--- config.mk ---
export PLATFORM = sky130hd
export DESIGN_NAME = prio_encoder_hs
export DESIGN_NICKNAME = d
export VERILOG_FILES = /design/src/rtl/prio_encoder_hs.sv
export SDC_FILE = /design/constraint.sdc
export NUM_CORES = 1
export LEC_CHECK = 0
export BUFFER_PORTS_ARGS = -buffer_cell sky130_fd_sc_hd__buf_4
export CORE_AREA = 2 2 43 75
export CTS_CLUSTER_SIZE = 14
export DETAILED_ROUTE_END_ITERATION = 6
export DIE_AREA = 0 0 45 77
export SLEW_MARGIN = 15
export SYNTH_ARGS = -nofsm -noshare
export SYNTH_HDL_FRONTEND = slang
export SYNTH_SLANG_ARGS = --single-unit
--- constraint.sdc ---
create_clock -name clk -period 1.5 [get_ports clk]
set_input_delay 0.225 -clock clk [delete_from_list [all_inputs] [get_ports clk]]
set_output_delay 0.225 -clock clk [all_outputs]
set_load 0.1 [all_outputs]
--- src/rtl/prio_encoder_hs.sv ---
// prio_encoder_hs
//   Registered priority encoder with sticky request capture and a valid/ready
//   output. Request lines are sampled into a pending register; one pending
//   index is issued per handshake, chosen either by fixed priority (index N-1
//   highest) or round-robin (most recently granted index becomes lowest).
//
// Parameters
//   N          number of request lines (2..64)
//   IDX_W      index width, 2**IDX_W >= N
//   ACTIVE_LOW 1: a req bit of 0 means requesting; 0: a req bit of 1 means requesting
//   RR_MODE    0: fixed priority; 1: round-robin
//
// Ports
//   clk        rising-edge clock
//   reset      asynchronous active-high reset
//   en         1: sample req this cycle
//   req        request lines (polarity per ACTIVE_LOW)
//   out_ready  consumer accepts out_idx when out_valid && out_ready
//   out_valid  out_idx/out_code hold a granted request
//   out_idx    granted index
//   out_code   out_valid ? out_idx+1 : 0
//   pending    captured, not yet issued requests (active-high)
//   overrun    one-cycle pulse: a sampled request hit an already-pending bit
module prio_encoder_hs #(
  parameter int N          = 8,
  parameter int IDX_W      = 3,
  parameter int ACTIVE_LOW = 1,
  parameter int RR_MODE    = 0
) (
  input  logic             clk,
  input  logic             reset,
  input  logic             en,
  input  logic [N-1:0]     req,
  input  logic             out_ready,
  output logic             out_valid,
  output logic [IDX_W-1:0] out_idx,
  output logic [IDX_W:0]   out_code,
  output logic [N-1:0]     pending,
  output logic             overrun
);

  logic [N-1:0]     req_h;
  logic [N-1:0]     sampled;
  logic [N-1:0]     win_oh;
  logic [N-1:0]     clr;
  logic             load;
  logic             any_pend;
  logic             grant;
  logic [IDX_W-1:0] last;
  logic [IDX_W-1:0] hi_idx;
  logic [IDX_W-1:0] lo_idx;
  logic             lo_found;
  logic [IDX_W-1:0] win_idx;

  // Request capture: normalise polarity and gate with en.
  assign req_h    = (ACTIVE_LOW != 0) ? ~req : req;
  assign sampled  = en ? req_h : '0;
  assign load     = !out_valid || out_ready;
  assign any_pend = |pending;
  assign grant    = load && any_pend;

  // Winner selection from the current pending set only.
  // hi_idx is the highest pending index overall. lo_idx is the highest pending
  // index strictly below the round-robin pointer; a descending search that
  // starts at last-1 and wraps finds lo_idx if one exists, otherwise hi_idx.
  always_comb begin
    hi_idx   = '0;
    lo_idx   = '0;
    lo_found = 1'b0;
    for (int i = 0; i < N; i++) begin
      if (pending[i]) begin
        hi_idx = IDX_W'(i);
        if (IDX_W'(i) < last) begin
          lo_idx   = IDX_W'(i);
          lo_found = 1'b1;
        end
      end
    end
    if ((RR_MODE != 0) && lo_found) begin
      win_idx = lo_idx;
    end else begin
      win_idx = hi_idx;
    end
  end

  always_comb begin
    win_oh = '0;
    for (int i = 0; i < N; i++) begin
      win_oh[i] = (IDX_W'(i) == win_idx);
    end
  end

  assign clr = grant ? win_oh : '0;

  // Output / pending register stage.
  always_ff @(posedge clk or posedge reset) begin
    if (reset) begin
      out_valid <= 1'b0;
      out_idx   <= '0;
      pending   <= '0;
      overrun   <= 1'b0;
      last      <= '0;
    end else begin
      if (load) begin
        out_valid <= any_pend;
        if (any_pend) begin
          out_idx <= win_idx;
          last    <= win_idx;
        end
      end
      // A bit cleared by this grant and re-sampled on the same edge stays set.
      pending <= (pending & ~clr) | sampled;
      overrun <= |(sampled & pending & ~clr);
    end
  end

  // out_code is derived from registered state only, so no input reaches it.
  assign out_code = out_valid ? ({1'b0, out_idx} + (IDX_W+1)'(1)) : '0;

endmodule

==> flow_summary.toml <==
[place]
io_buffers = 28
dp_hpwl_um = 1760
place_congestion = 0.838
dp_cells = 145
place_area_um2 = 1090

[timing]
max_slew_margin_pct = 64.8
skew_ns = 0.00283
final_hold_viol_count = 0
finalSetupViolCount = 3
rsz0062_at_grt = "yes"
layout_setup_ws_ns = -0.0872
fin_crit_sh_pct = 106
fin_setup_tns_ns = -0.129
finalMaxSlewViolations = 0
period_needed_ns = 1.59
worstMarginPinSlew_ns = 0.527
fmaxAchievable_ghz = 0.630

[worst_setup_path]
worstSetupEndpoint = "out_code[2]"
critPathMaxFanout = 2
cp.required_ns = 1.27
crit_arrival_ns = 1.36
worstSetupStartpointType = "flop"
critPathSlowestCell = "dfrtp_4"
r2r_cells = 6
r2r_setup_slack_ns = 0
r2r_start = "pending[6]$_DFF_PP0_"
r2r-end = "overrun$_DFF_PP0_"
max_stage_delay_ns = 0.49
path_class = "flop to output pin"
crit_start = "out_idx[0]$_DFFE_PP0N_"
cp_cell_sequence = "ha_4 > xor2_1 > and2_4 > buf_12"
end_kind = "output pin"

[die]
die_h_um = 77
die_w_um = 45
rows = 26
core_area_um2 = 2860
initial_core_util_pct = 25.9
dieArea_um2 = 3470
io_pins = 29

[yosys]
yosysWarnings = 0
synth_area_um2 = 742
synth_ff_type = "dfrtp_1"
synth_area_per_cell_um2 = 9.16
synth-seq-area-share_pct = 43.8
synth_top_area_cell = "dfrtp_1"
synth.area.top_cells = "dfrtp_1 (44%), o21ai_0 (7.4%), nand3b_1 (4.0%)"
synth.top_cell.area_share_pct = 43.8
synth_edf_count = 0
synth_cell_types = 29
synth_common_cells = "dfrtp_1 (13), o21ai_0 (11), inv_1 (6), nand2_1 (6), nor2_1 (5)"
yosysMostFrequentCell = "dfrtp_1"
async_flop_share_pct = 100
ys_ff_latch = 13
syn-num-nets = 94
syn_inst = 81

[route]
drc_errors = 0
vias = 818
viasPerCell = 5.35
detail_route.wl_per_cell_um = 15.0
drt_iter0_markers = 21
drtAntennaViolNets = 0
dr.pass1.iters = 4
routed_wl_um = 2300

[clock_network]
cts-root-buf = "clkbuf_8"
postCtsHoldBufs = 0
cts-buffers-inserted = 3
clk_latency_ns = 0.26
clock_path_buffers = 2
htree_levels = 1
clkTransAtPathRegs_ns = 0.06
cts_tree = "done"
clock-sinks = 13

[cells_and_area]
syn_to_final_growth_pct = 65.4
antenna_cells = 0
multi_input_area_um2 = 428
drive_above_1_share_pct = 53.6
final_nets = 139
fin_area_um2 = 1230
instances_no_fill = 153
ff_latch_area_um2 = 353
fillCellCount = 286

[run]
cap_violations = 0

[global_routing]
first_global_vias = 828
antenna_found_initial = 0
grt_use_total_pct = 15.0
grt_pass1_wl_um = 3720
grt.overflow.total = 0
grt_max_degree = 14

[hold_path]
hp-class = "primary input to async pin"

[status]
status = "finished with violations"
violations = "setup timing"

[pwr]
p_per_area_nw_per_um2 = 1270
leakage_uw = 0.000531
irDropWorstVdd_mv = 0.628
==> metrics by stage <==
stage / utilization (%) / setup slack (ns) / hold WS, ns / power [µW]
3_3_place_gp: 38.2 / -0.0131 / 0.299 / 1140
5_1_grt: 42.9 / -0.120 / 0.0522 / 1610
3_5_place_dp: 38.2 / -0.0457 / 0.307 / 1150
6_report: 42.9 / -0.0872 / 0.00506 / 1560
4_1_cts: 41.8 / -0.0893 / 0.0335 / 1550
2_1_floorplan: - / -0.0862 / 0.102 / 965
==> sequential cells by signal (all words and copies together) (netlist names) <==
name	cells
out_idx	3
out_valid	1
pending	8
overrun	1
==> layout by cell type (no fill, tap or decap), types with 3 or more instances in the layout <==
cell type,count
o21ai_0,10
nand2_1,6
inv_1,6
dfrtp_2,7
nand2b_1,3
dfrtp_4,5
buf_4,37
nor2_1,5
a21oi_1,3
clkbuf_8,3
nand3b_1,4
nand3_1,3
==> critical path: cells and delay by family (launching register included) <==
kind	cells	cell delay (ns)
xor+xnor	1	0.12
fa+ha+maj	1	0.17
buf+inv	1	0.16
flops	1	0.49
simple gates	1	0.16
==> logic make-up after synthesis <==
| logic type | after synthesis | synth area share (%) |
|---|---|---|
| AND/OR/NAND/NOR | 33 | 27.0 |
| AO/OA/AOI/OAI | 26 | 22.6 |
| flip-flops | 13 | 43.8 |
| buffers and inverters | 7 | 3.71 |
| XOR/XNOR | 1 | 1.18 |
| adder cells (fa/ha/maj) | 1 | 1.69 |
==> area by class of cell <==
cell class              count  share of cell area, %
multi-input cells          61                   34.9
inverters                   6                   1.83
clock buffers               4                   3.67
flip-flops and latches     13                   28.7
repair buffers             41                   28.0
well taps                  28                   2.85
==> metal layers <==
layer  up-vias  global-route usage (%)  routed length, µm
met4         0                    10.9                 72
met1       398                    13.3                799
li1        383                       -                  -
met5         -                       0                  0
met2        32                    27.6               1300
met3         5                    2.12                124
==> what timing repair did <==
action                     in CTS  in global routing
pin swaps                       3                  2
resized for setup              10                  4
setup buffers                   2                  2
setup endpoints to repair       5                  5
==> worst min-delay path by stage <==
stage,to,slack [ns],cells after the start
2_1_floorplan,overrun$_DFF_PP0_,0.10,1
3_3_place_gp,pending[6]$_DFF_PP0_,0.30,2
3_5_place_dp,out_idx[0]$_DFFE_PP0N_,0.31,2
4_1_cts,out_idx[1]$_DFFE_PP0N_,0.03,2
5_1_grt,pending[6]$_DFF_PP0_,0.05,2
6_report,out_idx[0]$_DFFE_PP0N_,0.005,2
==> where the power goes <==
group / internal, µW / total, µW / switching (µW)
clock: 189 / 339 / 150
combinational: 248 / 784 / 536
sequential: 393 / 432 / 39.0
total: 831 / 1560 / 725
No activity file was read; power rests on OpenSTA's default activity.
